### src/rtl/fetch_prefetch_unit_pkg.sv
// Shared constants and types for the instruction fetch/prefetch unit.
package fetch_prefetch_unit_pkg;

    localparam logic [31:0] NOP_INSTR        = 32'h0000_0013;
    localparam logic [31:0] DEFAULT_RESET_PC = 32'h0000_0000;
    localparam logic [31:0] INST_ALIGN_MASK  = 32'hFFFF_FFFC;

    typedef struct packed {
        logic [31:0] pc;
        logic [31:0] instr;
    } fetch_entry_t;

endpackage

### src/rtl/fetch_prefetch_unit_fifo.sv
// Synchronous FIFO with flush; the head is read straight out of the storage registers.
module fetch_fifo #(
    parameter int WIDTH = 64,
    parameter int DEPTH = 4
) (
    input  logic                       CLK,
    input  logic                       RESET,
    input  logic                       flush,
    input  logic                       push,
    input  logic [WIDTH-1:0]           push_data,
    input  logic                       pop,
    output logic [WIDTH-1:0]           head_data,
    output logic [$clog2(DEPTH):0]     count,
    output logic                       empty,
    output logic                       full
);

    localparam int AW = $clog2(DEPTH);
    localparam int CW = AW + 1;

    logic [WIDTH-1:0] mem [DEPTH];
    logic [AW-1:0]    rd_ptr;
    logic [AW-1:0]    wr_ptr;
    logic [CW-1:0]    count_q;
    logic             do_push;
    logic             do_pop;

    assign empty     = (count_q == '0);
    assign full      = (count_q == CW'(DEPTH));
    assign count     = count_q;
    assign head_data = mem[rd_ptr];

    // A flush voids any push or pop issued in the same cycle.
    assign do_pop  = pop && !empty && !flush;
    assign do_push = push && !flush && (!full || do_pop);

    always_ff @(posedge CLK) begin
        if (do_push)
            mem[wr_ptr] <= push_data;
    end

    always_ff @(posedge CLK) begin
        if (RESET || flush) begin
            rd_ptr  <= '0;
            wr_ptr  <= '0;
            count_q <= '0;
        end else begin
            if (do_push)
                wr_ptr <= wr_ptr + 1'b1;
            if (do_pop)
                rd_ptr <= rd_ptr + 1'b1;
            case ({do_push, do_pop})
                2'b10:   count_q <= count_q + 1'b1;
                2'b01:   count_q <= count_q - 1'b1;
                default: count_q <= count_q;
            endcase
        end
    end

endmodule

### src/rtl/fetch_prefetch_unit.sv
// Fetch stage: sequential address generation, credit-limited memory requests, prefetch queue.
// Optional FETCH_PERF_CNT_EN adds stall and retire counters.
module fetch_prefetch_unit
    import fetch_prefetch_unit_pkg::*;
#(
    parameter int          DEPTH           = 4,
    parameter int          MAX_OUTSTANDING = 2,
    parameter logic [31:0] RESET_PC        = DEFAULT_RESET_PC
) (
    input  logic        CLK,
    input  logic        RESET,
    input  logic        REDIRECT,
    input  logic [31:0] REDIRECT_PC,
    output logic        IMEM_REQ,
    output logic [31:0] IMEM_ADDR,
    input  logic        IMEM_GNT,
    input  logic        IMEM_RVALID,
    input  logic [31:0] IMEM_RDATA,
    output logic        INST_VALID,
    input  logic        INST_READY,
    output logic [31:0] INST,
    output logic [31:0] INST_PC
`ifdef FETCH_PERF_CNT_EN
    ,
    output logic [31:0] STALL_CNT,
    output logic [31:0] RETIRE_CNT
`endif
);

    localparam int CW = $clog2(DEPTH) + 1;

    logic [31:0]   fetch_pc;
    logic [31:0]   resp_pc;
    logic [CW-1:0] outstanding;
    logic [CW-1:0] out_next;
    logic [CW-1:0] discard;
    logic [CW:0]   credit_used;
    logic          grant;
    logic          fifo_push;
    logic          fifo_pop;
    logic [CW-1:0] fifo_count;
    logic          fifo_empty;
    logic          fifo_full;
    logic [63:0]   fifo_head;
    fetch_entry_t  head;
    logic [31:0]   redirect_target;

    assign redirect_target = REDIRECT_PC & INST_ALIGN_MASK;
    assign head            = fifo_head;

    // Queued plus in-flight entries may never exceed the queue depth.
    assign credit_used = {1'b0, fifo_count} + {1'b0, outstanding};
    assign IMEM_REQ    = !RESET && !REDIRECT
                         && (outstanding < CW'(MAX_OUTSTANDING))
                         && (credit_used < (CW+1)'(DEPTH));
    assign IMEM_ADDR   = fetch_pc;
    assign grant       = IMEM_REQ && IMEM_GNT;

    always_comb begin
        out_next = outstanding;
        if (grant && !IMEM_RVALID)
            out_next = outstanding + 1'b1;
        else if (!grant && IMEM_RVALID)
            out_next = outstanding - 1'b1;
    end

    assign fifo_push = IMEM_RVALID && !RESET && !REDIRECT && (discard == '0)
                       && (!fifo_full || fifo_pop);
    assign fifo_pop  = INST_VALID && INST_READY && !REDIRECT;

    always_ff @(posedge CLK) begin
        if (RESET) begin
            fetch_pc    <= RESET_PC;
            resp_pc     <= RESET_PC;
            outstanding <= '0;
            discard     <= '0;
        end else begin
            outstanding <= out_next;
            if (REDIRECT) begin
                // Everything still in flight after this cycle belongs to the old path.
                fetch_pc <= redirect_target;
                resp_pc  <= redirect_target;
                discard  <= out_next;
            end else begin
                if (grant)
                    fetch_pc <= fetch_pc + 32'd4;
                if (IMEM_RVALID) begin
                    if (discard != '0)
                        discard <= discard - 1'b1;
                    else
                        resp_pc <= resp_pc + 32'd4;
                end
            end
        end
    end

    fetch_fifo #(
        .WIDTH (64),
        .DEPTH (DEPTH)
    ) u_fifo (
        .CLK       (CLK),
        .RESET     (RESET),
        .flush     (REDIRECT),
        .push      (fifo_push),
        .push_data ({resp_pc, IMEM_RDATA}),
        .pop       (fifo_pop),
        .head_data (fifo_head),
        .count     (fifo_count),
        .empty     (fifo_empty),
        .full      (fifo_full)
    );

    assign INST_VALID = !RESET && !fifo_empty;
    assign INST       = INST_VALID ? head.instr : NOP_INSTR;
    assign INST_PC    = RESET ? RESET_PC : (fifo_empty ? resp_pc : head.pc);

`ifdef FETCH_PERF_CNT_EN
    always_ff @(posedge CLK) begin
        if (RESET) begin
            STALL_CNT  <= '0;
            RETIRE_CNT <= '0;
        end else begin
            if (INST_READY && !INST_VALID)
                STALL_CNT <= STALL_CNT + 32'd1;
            if (fifo_pop)
                RETIRE_CNT <= RETIRE_CNT + 32'd1;
        end
    end
`endif

endmodule

### config.mk
export PLATFORM = sky130hd
export DESIGN_NAME = fetch_prefetch_unit
export DESIGN_NICKNAME = d
export VERILOG_FILES = /design/src/rtl/fetch_prefetch_unit_pkg.sv /design/src/rtl/fetch_prefetch_unit_fifo.sv /design/src/rtl/fetch_prefetch_unit.sv
export SDC_FILE = /design/constraint.sdc
export NUM_CORES = 1
export LEC_CHECK = 0
export CORE_MARGIN = 2
export CORE_UTILIZATION = 49
export CTS_CLUSTER_SIZE = 30
export DETAILED_ROUTE_END_ITERATION = 7
export PLACE_DENSITY_LB_ADDON = 0.3
export RECOVER_POWER = 25
export SLEW_MARGIN = 20
export SYNTH_ARGS = -nofsm -noshare
export SYNTH_HDL_FRONTEND = slang
export SYNTH_SLANG_ARGS = --single-unit
### constraint.sdc
create_clock -name CLK -period 5.3 [get_ports CLK]
set_input_delay 1.325 -clock CLK [delete_from_list [all_inputs] [get_ports CLK]]
set_output_delay 1.325 -clock CLK [all_outputs]
set_load 0.01 [all_outputs]
==> metrics.txt <==
Avg Cell Area, Syn=~14 um^2; Setup CP Type=in2out; top sig layer=met4; Die Ht=172 um; Hold Crit Class=reg2reg; H-tree depth=2; worst-path cell chain=clkdlybuf4s50_1, a311oi_1, and3_1, clkdlybuf4s50_1; Netlist cell types=57; post-layout net count=1,234; placed cell count=1,492; setup bufs post-CTS=0; Pwr Density=324 nW/um^2; Post-DP HPWL=approximately 18 mm; synth top area cells=edfxtp_1 (54%), dfxtp_1 (11%), mux4_2 (10%), nand2_1 (2.9%), a21oi_1 (2.1%); final setup fails=0; crit path capture type=output pin; post-synthesis sequential area ratio=0.649; final period utilization=0.838; Rel. slew slack=0.280; layout cell share with drive strength beyond 1=0.122; number of flops mapped to enable cells by yosys=roughly 250; TritonCTS Buffers=34; Routed wire per std cell=19.2 um; first-pass GRT wire length=47.3 mm; Detailed Route Iter0 Violations=648; CP most frequent cell=clkdlybuf4s50_1; Most used DFF post-synth=edfxtp_1; GP Congestion=0.876; Fin Clk Skew=around 14 ps; Critical Path Fanout Max=4; First-pass DRT Iterations=5; Hold Fails Final Rpt=0; Slew Viols, Final=0; Initial Utilization=0.497; Yosys warning count=0; IR Drop Worst-Case VDD=215 uV; met1 wire length=between 10 and 15 mm; crit-path max cell delay=550 ps; Clock Sinks=323; DRT antenna net count=0; ys async rst share=0; largest net degree at the start of global routing=63; Clock Tree Root=clkbuf_16; Max Cap Violations=0; Vias=8,791; standard-cell rows=61; die area=29,500 um^2; met2 wire len=approximately 14 mm; CTS resizes=0; synthesized flop and latch total=323; FMAX=between 200 and 250 MHz; worst skew pair latency=510 ps; CTS Buffer Depth=3; status=finished clean; Final Non-Filler Cells=1,554; chip width=172 um; most numerous cell in the Yosys netlist=edfxtp_1; number of global-route vias before repair=~9,000; core footprint=around 28,000 um^2; Startpoint Class=input port; Ports=168; total power=5.47 mW; cell leakage power=approximately 5.4 nW; CP Data Arrival Time=between 3000 and 4000 ps; CTS tree=built; slowest CP cell=a311oi_1; Data required, critical path=3970 ps; PortBufs=161; count of hold-fix buffers inserted at cts=0; Synth top area share=0.540; final setup TNS=0 ps; Antenna diodes=0; slew at the pin with the worst max-slew slack=~1100 ps; initial antenna violation count=0; vias per cell=5.66; Post-Syn Area=13,800 um^2; Clock transition at path regs=~60 ps; GRT Resource Usage Total=0.206; cell count after synthesis=slightly below 1,000; routed length on met3=2.13 mm; Final min period=around 4400 ps; Post-synth top cells=edfxtp_1 (248), nand2_1 (108), dfxtp_1 (75), mux4_2 (62), a21oi_1 (58); GRT overflow=0; Layout area overhead=22.7%; cell accounting for the most synthesized area=edfxtp_1; DRC errors left=0; RSZ-0062 raised after global routing=false; Detailed Route WL=29.9 mm
[power breakdown]
group | leakage [nW] | internal (mW) | switching (mW)
clock | 0.526 | 1.35 | 0.924
combinational | 1.99 | 0.174 | 0.176
sequential | 2.87 | 2.78 | 0.0709
total | 5.39 | 4.30 | 1.17
[through the flow]
step                      worst slack [ps]  hold WS [ps]   util  cell area [um^2]
after floorplan                        839           485      -             13800
after global placement                 924           505  0.571             15800
after detailed placement               891           513  0.571             15800
after CTS                              846           532  0.610             16900
after global routing                   735           566  0.610             16900
final                                  861           528  0.610             16900
[area by class of cell]
class | instances | area (um^2)
inverters | 23 | 86.3
clock buffers | 47 | 983
fillers | 2114 | 10800
flip-flops and latches | 323 | 8950
repair buffers | 180 | 1800
well taps | 378 | 473
multi-input cells | 588 | 4520
clock inverters | 15 | 96.3
[worst max-delay path, delay by kind of cell]
| kind | cells | cell delay (ps) |
|---|---|---|
| AND/OR/NAND/NOR | 1 | 250 |
| AO/OA/AOI/OAI | 1 | 550 |
| buffers and inverters | 2 | 980 |
[cell families (layout without fill, tap and decap cells)]
| family | count (synthesis) | in the layout | synth area share |
|---|---|---|---|
| AOI/OAI and AO/OA | 151 | 151 | 0.0672 |
| xor gates and xnor gates | 38 | 38 | 0.0241 |
| adders and majority gates | 14 | 14 | 0.0133 |
| buffers and inverters | 84 | 265 | 0.0248 |
| DFF | 323 | 323 | 0.649 |
| muxes | 65 | 65 | 0.104 |
| other | 1 | 4 | 0.000272 |
| and+or+nand+nor | 316 | 316 | 0.117 |
[flip-flops by register name (all words and copies together) (netlist names), named ones only]
register and cells:
outstanding 3, discard 3, u_fifo.mem 248, resp_pc 30, IMEM_ADDR 30, u_fifo.rd_ptr 2, u_fifo.wr_ptr 2, u_fifo.count 3
[cell usage in the layout (no fill, tap or decap), types with 5 or more instances in the layout]
cell type / count
mux4_2: 62
nand3b_1: 5
a21oi_1: 58
xor2_1: 13
and4_1: 7
buf_4: 16
a211oi_1: 14
a21boi_0: 11
nand4_1: 19
nor3_1: 14
dfxtp_1: 73
nand2_1: 108
nor2_1: 51
clkbuf_1: 8
or3_1: 15
edfxtp_1: 248
clkinv_1: 9
and3_1: 6
o21ai_0: 21
inv_1: 22
dlygate4sd3_1: 13
clkbuf_16: 37
nor4_1: 8
clkdlybuf4s50_1: 147
and2_1: 31
ha_1: 13
xnor2_1: 25
nand3_1: 22
a31oi_1: 21
[final timing paths]
path                                     start                    endpoint  slack, ps  cells past startpoint
hold reg to reg     IMEM_ADDR[31]$_SDFFE_PP0P_  IMEM_ADDR[31]$_SDFFE_PP0P_        530                      2
setup reg to reg  u_fifo.count[2]$_SDFFE_PP0P_  IMEM_ADDR[26]$_SDFFE_PP0P_       1900                      5
hold / removal      IMEM_ADDR[31]$_SDFFE_PP0P_  IMEM_ADDR[31]$_SDFFE_PP0P_        530                      2
setup / recovery                      REDIRECT                    IMEM_REQ        860                      4
[per-layer routing]
metal,track usage,vias up
met3,0.0354,46
li1,-,4092
met4,0.0571,0
met1,0.281,4303
met2,0.343,350
met5,0,-
(Power assumes the default switching activity.)
